===== src/rtl/fp_result_buffer_pkg.sv =====
// Shared types and FP32 field constants for fp_result_buffer and FP units that reuse fp_classify.
package fp_result_buffer_pkg;

    localparam int          FP32_SIGN_BIT = 31;
    localparam int          FP32_EXP_MSB  = 30;
    localparam int          FP32_EXP_LSB  = 23;
    localparam int          FP32_MANT_MSB = 22;
    localparam int          FP32_MANT_LSB = 0;
    localparam logic [7:0]  FP32_EXP_MAX  = 8'hFF;
    localparam logic [31:0] FP32_QNAN     = 32'h7FC0_0000;
    localparam logic [31:0] FP32_POS_INF  = 32'h7F80_0000;

    typedef enum logic [1:0] {
        OCC_EMPTY,
        OCC_PARTIAL,
        OCC_FULL
    } occ_t;

    typedef struct packed {
        logic isNan;
        logic isInf;
        logic isDenorm;
        logic isZero;
    } fp_class_t;

    function automatic occ_t occ_of(input int count, input int depth);
        if (count == 0)          return OCC_EMPTY;
        else if (count >= depth) return OCC_FULL;
        else                     return OCC_PARTIAL;
    endfunction

endpackage


===== src/rtl/fp_result_buffer_if.sv =====
// Producer/consumer stream and status signals of fp_result_buffer.
// Status flag ports exist only when FP_RESULT_STATUS_EN is defined.
interface fp_result_buffer_if #(
    parameter int DATA_WIDTH = 32,
    parameter int DEPTH      = 8
);
    localparam int CW = $clog2(DEPTH) + 1;

    logic                  validIn;
    logic [DATA_WIDTH-1:0] dataIn;
    logic [DATA_WIDTH-1:0] dataOut;
    logic                  validOut;
    logic                  readyIn;
    logic [CW-1:0]         countOut;
    logic [CW-1:0]         creditOut;
    logic                  overflowOut;
    logic                  clearIn;
`ifdef FP_RESULT_STATUS_EN
    logic                  nanFlagOut;
    logic                  infFlagOut;
    logic                  denormFlagOut;
`endif

    modport master (
        output validIn, dataIn, readyIn, clearIn,
`ifdef FP_RESULT_STATUS_EN
        input  nanFlagOut, infFlagOut, denormFlagOut,
`endif
        input  dataOut, validOut, countOut, creditOut, overflowOut
    );

    modport slave (
        input  validIn, dataIn, readyIn, clearIn,
`ifdef FP_RESULT_STATUS_EN
        output nanFlagOut, infFlagOut, denormFlagOut,
`endif
        output dataOut, validOut, countOut, creditOut, overflowOut
    );

endinterface


===== src/rtl/fp_classify.sv =====
// Combinational FP32 classifier: NaN / infinity / denormal / zero.
module fp_classify
    import fp_result_buffer_pkg::*;
(
    input  logic [31:0] word,
    output fp_class_t   cls
);
    logic [7:0]  exp_f;
    logic [22:0] mant_f;

    assign exp_f  = word[FP32_EXP_MSB:FP32_EXP_LSB];
    assign mant_f = word[FP32_MANT_MSB:FP32_MANT_LSB];

    assign cls.isNan    = (exp_f == FP32_EXP_MAX) && (mant_f != '0);
    assign cls.isInf    = (exp_f == FP32_EXP_MAX) && (mant_f == '0);
    assign cls.isDenorm = (exp_f == '0) && (mant_f != '0);
    assign cls.isZero   = (exp_f == '0) && (mant_f == '0);

endmodule


===== src/rtl/fp_result_buffer.sv =====
// Receive-side FWFT buffer for pipelined FP results with credit export.
// Define FP_RESULT_STATUS_EN to add sticky NaN/Inf/denormal flags on accepted pushes.
module fp_result_buffer
    import fp_result_buffer_pkg::*;
#(
    parameter int DATA_WIDTH = 32,
    parameter int DEPTH      = 8,
    parameter int PIPE_LAT   = 0
) (
    input  logic               clkIn,
    input  logic               rstIn,
    fp_result_buffer_if.slave  bus
);
    localparam int PW         = $clog2(DEPTH);
    localparam int CW         = PW + 1;
    localparam int CREDIT_MAX = DEPTH - PIPE_LAT;

    logic [DATA_WIDTH-1:0] mem [DEPTH];
    logic [PW-1:0]         wr_ptr;
    logic [PW-1:0]         rd_ptr;
    logic [PW-1:0]         rd_ptr_inc;
    logic [CW-1:0]         count;
    logic [CW-1:0]         count_next;
    occ_t                  occ;
    logic                  push;
    logic                  pop;
    logic                  drop;

    assign rd_ptr_inc = rd_ptr + PW'(1);

    // NOTE: every always_comb output gets a default first so no path can infer a latch.
    always_comb begin
        pop        = bus.validOut & bus.readyIn;
        push       = bus.validIn & ((occ != OCC_FULL) | pop);
        drop       = bus.validIn & (occ == OCC_FULL) & ~pop;
        count_next = count;
        case ({push, pop})
            2'b10:   count_next = count + CW'(1);
            2'b01:   count_next = count - CW'(1);
            default: count_next = count;
        endcase
    end

    // NOTE: storage is not reset; count/validOut decide which entries are meaningful.
    always_ff @(posedge clkIn) begin
        if (push) mem[wr_ptr] <= bus.dataIn;
    end

    // NOTE: sequential state uses non-blocking assignments only.
    always_ff @(posedge clkIn) begin
        if (rstIn) begin
            wr_ptr          <= '0;
            rd_ptr          <= '0;
            count           <= '0;
            occ             <= OCC_EMPTY;
            bus.validOut    <= 1'b0;
            bus.dataOut     <= '0;
            bus.overflowOut <= 1'b0;
        end else begin
            if (push) wr_ptr <= wr_ptr + PW'(1);
            if (pop)  rd_ptr <= rd_ptr_inc;
            count        <= count_next;
            occ          <= occ_of(int'(count_next), DEPTH);
            bus.validOut <= (count_next != '0);

            // Head register tracks the oldest entry; a lone entry popped while a
            // new word arrives hands the head straight to the incoming word.
            if (pop) begin
                if (count > CW'(1)) bus.dataOut <= mem[rd_ptr_inc];
                else if (push)      bus.dataOut <= bus.dataIn;
            end else if (push && occ == OCC_EMPTY) begin
                bus.dataOut <= bus.dataIn;
            end

            if (drop)             bus.overflowOut <= 1'b1;
            else if (bus.clearIn) bus.overflowOut <= 1'b0;
        end
    end

    assign bus.countOut  = count;
    assign bus.creditOut = (count >= CW'(CREDIT_MAX)) ? '0 : CW'(CREDIT_MAX) - count;

`ifdef FP_RESULT_STATUS_EN
    fp_class_t cls;

    fp_classify u_classify (
        .word (bus.dataIn[31:0]),
        .cls  (cls)
    );

    always_ff @(posedge clkIn) begin
        if (rstIn) begin
            bus.nanFlagOut    <= 1'b0;
            bus.infFlagOut    <= 1'b0;
            bus.denormFlagOut <= 1'b0;
        end else begin
            if (push && cls.isNan)    bus.nanFlagOut    <= 1'b1;
            else if (bus.clearIn)     bus.nanFlagOut    <= 1'b0;
            if (push && cls.isInf)    bus.infFlagOut    <= 1'b1;
            else if (bus.clearIn)     bus.infFlagOut    <= 1'b0;
            if (push && cls.isDenorm) bus.denormFlagOut <= 1'b1;
            else if (bus.clearIn)     bus.denormFlagOut <= 1'b0;
        end
    end
`endif

endmodule


===== src/flat_wrapper.sv =====
// flat-port wrapper written by rule: the top's interface ports become plain ports
module fp_result_buffer_flat import fp_result_buffer_pkg::*;
#(
    parameter int DATA_WIDTH = 32,
    parameter int DEPTH      = 8,
    parameter int PIPE_LAT   = 0
)
  (clkIn, rstIn, bus_validIn, bus_dataIn, bus_readyIn, bus_clearIn, bus_dataOut, bus_validOut, bus_countOut, bus_creditOut, bus_overflowOut);
  fp_result_buffer_if #(.DATA_WIDTH(DATA_WIDTH), .DEPTH(DEPTH)) bus_i ();
  input  logic clkIn;
  input  logic rstIn;
  input wire logic [$bits(bus_i.validIn)-1:0] bus_validIn;
  input wire logic [$bits(bus_i.dataIn)-1:0] bus_dataIn;
  input wire logic [$bits(bus_i.readyIn)-1:0] bus_readyIn;
  input wire logic [$bits(bus_i.clearIn)-1:0] bus_clearIn;
  output wire logic [$bits(bus_i.dataOut)-1:0] bus_dataOut;
  output wire logic [$bits(bus_i.validOut)-1:0] bus_validOut;
  output wire logic [$bits(bus_i.countOut)-1:0] bus_countOut;
  output wire logic [$bits(bus_i.creditOut)-1:0] bus_creditOut;
  output wire logic [$bits(bus_i.overflowOut)-1:0] bus_overflowOut;
  assign bus_i.validIn = bus_validIn;
  assign bus_i.dataIn = bus_dataIn;
  assign bus_i.readyIn = bus_readyIn;
  assign bus_i.clearIn = bus_clearIn;
  assign bus_dataOut = bus_i.dataOut;
  assign bus_validOut = bus_i.validOut;
  assign bus_countOut = bus_i.countOut;
  assign bus_creditOut = bus_i.creditOut;
  assign bus_overflowOut = bus_i.overflowOut;
  fp_result_buffer #(.DATA_WIDTH(DATA_WIDTH), .DEPTH(DEPTH), .PIPE_LAT(PIPE_LAT)) u_core (.clkIn(clkIn), .rstIn(rstIn), .bus(bus_i));
endmodule

===== config.mk =====
export PLATFORM = sky130hd
export DESIGN_NAME = fp_result_buffer_flat
export DESIGN_NICKNAME = d
export VERILOG_FILES = /design/src/rtl/fp_result_buffer_pkg.sv /design/src/rtl/fp_result_buffer_if.sv /design/src/rtl/fp_classify.sv /design/src/rtl/fp_result_buffer.sv /design/src/flat_wrapper.sv
export SDC_FILE = /design/constraint.sdc
export NUM_CORES = 1
export LEC_CHECK = 0
export ABC_AREA = 1
export CAP_MARGIN = 20
export CORE_AREA = 10 10 189 226
export CTS_CLUSTER_SIZE = 24
export DETAILED_ROUTE_END_ITERATION = 12
export DIE_AREA = 0 0 199 236
export SLEW_MARGIN = 10
export SYNTH_ARGS = -nofsm -noshare
export SYNTH_HDL_FRONTEND = slang
export SYNTH_SLANG_ARGS = --single-unit

===== constraint.sdc =====
create_clock -name clkIn -period 6.1 [get_ports clkIn]
set_input_delay 0.61 -clock clkIn [delete_from_list [all_inputs] [get_ports clkIn]]
set_output_delay 0.61 -clock clkIn [all_outputs]
set_load 0.05 [all_outputs]

Word-level counts from Yosys, hierarchy flattened
Memory sizes are Yosys's and may differ from the RTL's.
Cells that the tools add are included.
{"block": "op_classes", "eq_ne": 5, "addsub": 5, "mul": 0, "n_reduce_logical": 8, "shifts": 0, "bitwise_logic": 6, "magnitude_cmp": 3, "n_mux": 11, "div_mod_pow": 0}
{"cell": "2-to-1 mux 32 bit", "n": 4}
{"cell": "greater-or-equal comparator 4 bit (second input constant)", "n": 2}
{"cell": "case mux 4 bit (2 select lines)", "n": 1}
{"cell": "adder 3 x 1 -> 3 bit (second input constant)", "n": 2}
{"cell": "adder 4 x 1 -> 4 bit (second input constant)", "n": 1}
{"cell": "AND 1 bit", "n": 4}
{"cell": "equality test 2 bit (second input constant)", "n": 2}
{"cell": "greater-than comparator 4 x 1 -> 1 bit (second input constant)", "n": 1}
{"cell": "zero test 4 bit", "n": 1}
{"cell": "2-to-1 mux 1 bit", "n": 4}
{"cell": "2-to-1 mux 4 bit", "n": 1}
{"cell": "nonzero test 2 bit", "n": 2}
{"cell": "nonzero test 4 bit", "n": 1}
{"cell": "subtractor 4 x 1 -> 4 bit (second input constant)", "n": 1}
{"cell": "subtractor 4 bit (first input constant)", "n": 1}
{"cell": "inequality test 3 x 2 -> 1 bit (second input constant)", "n": 1}
{"cell": "equality test 2 x 1 -> 1 bit (second input constant)", "n": 1}
{"cell": "zero test 2 bit", "n": 1}
{"cell": "2-to-1 mux 2 bit", "n": 1}
{"cell": "inequality test 2 bit (second input constant)", "n": 1}
{"cell": "AND reduction 2 bit", "n": 1}
{"cell": "OR reduction 2 bit", "n": 1}
{"cell": "logical AND 1 bit", "n": 1}
{"cell": "NOT 1 bit", "n": 1}
{"cell": "bitwise OR 1 bit", "n": 1}
{"block": "totals", "ramBits": 256, "reg_bits": 46, "elab_cells": 46, "input_bits": 37, "mem_bits_ro": 0, "n_memories": 1, "output_inout_bits": 42, "latch_bits": 0}
{"memory": "u_core.mem", "depth": 8, "width": 32, "read_ports": 1, "rd_clocked_by_memory_dff": 0, "write_ports": 1, "line_no": "fp_result_buffer.sv:18", "source": "logic [DATA_WIDTH-1:0] mem [DEPTH];"}

Longest topological paths before layout
{"block": "depth", "depth_word": 7, "ltp_mapped": 14, "depth_no_buf": 14}

Least setup slack after synthesis
Ideal clock, no wire load.
{"block": "synth_timing", "path_type": "flip-flop to flip-flop", "start": "register u_core.bus.validOut", "end": "memory u_core.mem[0][0] (enable)", "setup_time_ns": 0.421, "required_ns": 5.679, "period_less_slack_ns": 3.125, "path_buffers": 0, "stages_incl_launch_ff": 7, "path_slack_ns": 2.975, "arrival_time_ns": 2.704, "path_cell_list": "dfxtp_1 > nand2_2 > nand3_1 > nand2_1 > inv_1 > nand2_1 > nor2_1"}
{"block": "synth_via", "elab_chain_len": 5}
{"item": "from (decl)", "line_no": "fp_result_buffer_if.sv:37", "source": "output dataOut, validOut, countOut, creditOut, overflowOut"}
{"item": "from (signal assigned)", "line_no": "fp_result_buffer.sv:64", "source": "bus.validOut <= (count_next != '0);"}
{"item": "AND 1 bit", "line_no": "fp_result_buffer.sv:33", "source": "pop = bus.validOut & bus.readyIn;"}
{"item": "bitwise OR 1 bit", "line_no": "fp_result_buffer.sv:34", "source": "push = bus.validIn & ((occ != OCC_FULL) | pop);"}
{"item": "AND 1 bit", "line_no": "fp_result_buffer.sv:34"}
{"item": "net u_core.push", "line_no": "fp_result_buffer.sv:25", "source": "logic push;"}
{"item": "2-to-1 mux 1 bit", "line_no": "fp_result_buffer.sv:46", "source": "if (push) mem[wr_ptr] <= bus.dataIn;"}
{"item": "2-to-1 mux 1 bit (implied by the code)", "line_no": "fp_result_buffer.sv:46"}
{"item": "to (decl)", "line_no": "fp_result_buffer.sv:18"}
The timed path passes the listed nets, and every way through them passes these cells.

Worst setup path in the final report
{"block": "layout_timing", "start": "register u_core.rd_ptr[0]", "end": "register u_core.bus.dataOut[14]"}
{"block": "layout_via", "elab_chain_len": 4}
{"item": "from (decl)", "line_no": "fp_result_buffer.sv:20", "source": "logic [PW-1:0] rd_ptr;"}
{"item": "from (signal assigned)", "line_no": "fp_result_buffer.sv:61", "source": "if (pop) rd_ptr <= rd_ptr_inc;"}
{"item": "adder 3 x 1 -> 3 bit", "line_no": "fp_result_buffer.sv:29", "source": "assign rd_ptr_inc = rd_ptr + PW'(1);"}
{"item": "net u_core.rd_ptr_inc[1]", "line_no": "fp_result_buffer.sv:21", "source": "logic [PW-1:0] rd_ptr_inc;"}
{"item": "memory read (8 x 32 bit)"}
{"item": "2-to-1 mux 32 bit", "line_no": "fp_result_buffer.sv:69", "source": "if (count > CW'(1)) bus.dataOut <= mem[rd_ptr_inc];"}
{"item": "2-to-1 mux 32 bit", "line_no": "fp_result_buffer.sv:68", "source": "if (pop) begin"}
{"item": "to (signal assigned)", "line_no": "fp_result_buffer.sv:69"}
{"item": "to (signal assigned)", "line_no": "fp_result_buffer.sv:70", "source": "else if (push) bus.dataOut <= bus.dataIn;"}
{"item": "to (signal assigned)", "line_no": "fp_result_buffer.sv:72", "source": "bus.dataOut <= bus.dataIn;"}
{"item": "to (decl)", "line_no": "fp_result_buffer_if.sv:37"}
The timed path passes the listed nets, and every way through them passes these cells.
A chain may end at the register's enable or synchronous reset.

==> flow_summary.yaml <==
yosys:
  syn_nets: 1369
  synth_seq_cells: 302
  synth_sequential_area_ratio_pct: 65.2
  syn_inst: 1323
  ys_dominant_reg_cell: "sky130_fd_sc_hd__edfxtp_1"
  synth-edff-count: 256
  biggest_area_contributors_in_the_synthesized_netlist: "sky130_fd_sc_hd__edfxtp_1, sky130_fd_sc_hd__nand2_1, sky130_fd_sc_hd__nand3_1"
  yosys.area_share.simple_pct: 21.4
  post_synth_xor_area_fraction_pct: 0.246
  yosys.cell_types.count: 26
  main_combinational_cell_family_by_area_after_synthesis: "simple AND/OR/NAND/NOR gates"
  yosys.area.top_type: "sky130_fd_sc_hd__edfxtp_1"
  muxShareOfSynthArea_pct: 0
  syn-cell-area_um2: 13200
  complex_gate_fraction_of_the_synthesized_area_pct: 2.95
  synthArstFlopShare_pct: 0
  synth_largest_type_area_fraction_pct: 58.2
  synthesis.area_per_instance_um2: 9.99
  yosysWarnings: 0
  yosys.area_share.adder_pct: 0.852
timing:
  timing_hold_violations_final: 0
  finalClockSkew_ns: 0.00998
  fin_setup_tns_ns: 0
  min_period_over_period_pct: 52.7
  finalSetupViolCount: 0
  worst_margin_slew_ns: 1.06
  finalHoldWorstSlack_ns: 0.479
  report.final.slew_viol_count: 0
  period_needed_ns: 3.22
  finalWorstSetupSlack_ns: 2.88
  grt_setup_unrepaired: "false"
  timing.fmax_mhz: 311
  slew-limit-headroom_pct: 29.7
final_layout:
  syn_to_final_growth_pct: 17.7
  layout-drive-gt1-share_pct: 6.48
  layout.cells.most_common: "sky130_fd_sc_hd__nand2_1"
  layout.cells.most_common_list: "sky130_fd_sc_hd__nand2_1, sky130_fd_sc_hd__edfxtp_1, sky130_fd_sc_hd__inv_1"
  design.final.nets: 1427
  antenna-diode-count: 0
  final_core_util_pct: 40.5
  design_area_final_um2: 15500
global_routing:
  antenna_found_initial: 0
  grt_most_used_layer: "met2"
  grt_pass1_vias: 8988
  grt_pass1_wl_mm: 49.1
  grt_start_max_net_pins: 90
  grt.met3_usage_pct: 2.04
  grt_use_met2_pct: 22.7
  gr-usage-met1_pct: 16.2
  track_usage_pct: 13.1
  overflow: 0
floorplan:
  floorplan.core_area_um2: 38400
  die_w_um: 199
  floorplan.io_pins: 79
  die_h_um: 236
  std_cell_rows: 79
  design.die.area_um2: 47000
  floorplan.initialDensity_pct: 34.4
critical_path:
  timing.critical_path.from_type: "flip-flop"
  path_class: "reg2reg"
  cp_num_buf_inv: 3
  crit_family: "buffers and inverters"
  crit_chain: "ha_2, buf_4, inv_2, buf_4, nand3_1, nand3_1, nand3_1, a21oi_1"
  type_of_destination_of_the_critical_path: "flip-flop"
  worst_path_max_delay_cell: "sky130_fd_sc_hd__dfxtp_4"
  crit_path_frequent_cell: "sky130_fd_sc_hd__nand3_1"
  slowest_delay_ns: 0.78
  required_ns: 6.59
  arrival_time_at_the_worst_endpoint_ns: 3.71
  worstPathMaxFanout: 65
place:
  place.gp.congestion: 0.777
  place.detailed.hpwl_mm: 17.9
  io_buffer_count: 78
  place_area_um2: 14400
  worst_slack_at_placement_ns: 2.81
route:
  routed_via_density: 4.74
  antenna_violating_nets_post_route: 0
  routed-via-count: 8962
  dr.pass1.iters: 5
  drt-initial-drc-count: 553
  drcViolationCount: 0
  route.detailed.wl_per_inst_um: 16.5
  routed_wl_mm: 31.2
clock_network:
  cts-root-to-sink-buffers: 3
  cts_hold_repair.buffers: 0
  cts_htree_levels: 1
  clock-root-buffer: "sky130_fd_sc_hd__clkbuf_16"
  post_cts_resized: 0
  post_cts_buffers: 0
  tritoncts_clock_tree: "built"
  clk_pin_slew_ns: 0.06
  worstSkewPairLatency_ns: 0.56
  cts_buffers: 30
  cts_sinks: 302
pwr:
  vdd.ir_drop.worst_mv: 0.306
  static-leakage-power_nw: 6.38
  power_density_normalized_to_cell_area_nw_per_um2: 422
job:
  drv_cap: 0
run_status:
  run_status: "completed"
worst_hold_path:
  hp-class: "reg2reg"
## synth_stat cells (all sizes together), types with 2 or more instances
library cell / instances
a21oi: 39
buf: 59
clkbuf: 10
dfxtp: 46
edfxtp: 256
ha: 9
inv: 219
nand2: 386
nand3: 205
nand3b: 32
nand4: 2
nor2: 18
o21ai: 38
## final cells by class
type | instances | area (µm²)
fill | 3651 | 22800
sequential | 302 | 8610
multi-input combinational | 733 | 3440
timing repair buffer | 95 | 1000
inverter | 219 | 823
clock buffer | 33 | 762
tap | 486 | 608
clock inverter | 23 | 294
## worst paths after layout
kind / start / endpoint / slack, ns / cells past startpoint
setup / recovery: u_core.rd_ptr[0] / u_core.bus.dataOut[14] / 2.88 / 8
hold / removal: u_core.bus.overflowOut / u_core.bus.overflowOut / 0.48 / 2
setup reg to reg: u_core.rd_ptr[0] / u_core.bus.dataOut[14] / 2.88 / 8
hold reg to reg: u_core.bus.overflowOut / u_core.bus.overflowOut / 0.48 / 2
## sequential cells by signal, summed over array words and instances (netlist names)
register,cells
u_core.rd_ptr,3
u_core.occ,2
u_core.wr_ptr,3
u_core.bus.countOut,4
u_core.bus.overflowOut,1
u_core.bus.validOut,1
u_core.mem,256
u_core.bus.dataOut,32
## worst register-to-register path, delay by kind of cell, from the launching register on
| kind | cells | cell delay [ns] |
|---|---|---|
| simple gates | 3 | 0.37 |
| buf+inv | 3 | 1.43 |
| compound gates | 1 | 0.15 |
| fa+ha+maj | 1 | 0.41 |
| flops | 1 | 0.78 |
## per-layer routing
| layer | share of wire, % | vias up |
|---|---|---|
| met5 | 0 | - |
| met4 | 2.1 | 0 |
| met3 | 5.3 | 41 |
| met2 | 49 | 224 |
| met1 | 44 | 4280 |
| li1 | - | 4417 |
## power breakdown
group / leakage [nW] / switching, mW / internal (mW)
clock network: 0.505 / 0.793 / 1.16
logic: 3.17 / 1.40 / 0.636
registers: 2.70 / 0.135 / 2.44
## through the flow
| stage | instances | power (mW) |
|---|---|---|
| after floorplan | 1323 | 4.06 |
| after global placement | 1828 | 4.61 |
| after detailed placement | 1833 | 4.65 |
| after CTS | 1889 | 6.61 |
| after global routing | 1891 | 6.90 |
| final | 1891 | 6.56 |
## cell families (layout without fill, tap and decap cells)
logic type / count (synthesis) / after routing
DFF: 302 / 302
xor gates and xnor gates: 2 / 2
buffers and inverters: 288 / 370
adders and majority gates: 9 / 9
and+or+nand+nor: 645 / 645
AOI/OAI and AO/OA: 77 / 77
Power figures use the tool's default switching activity.
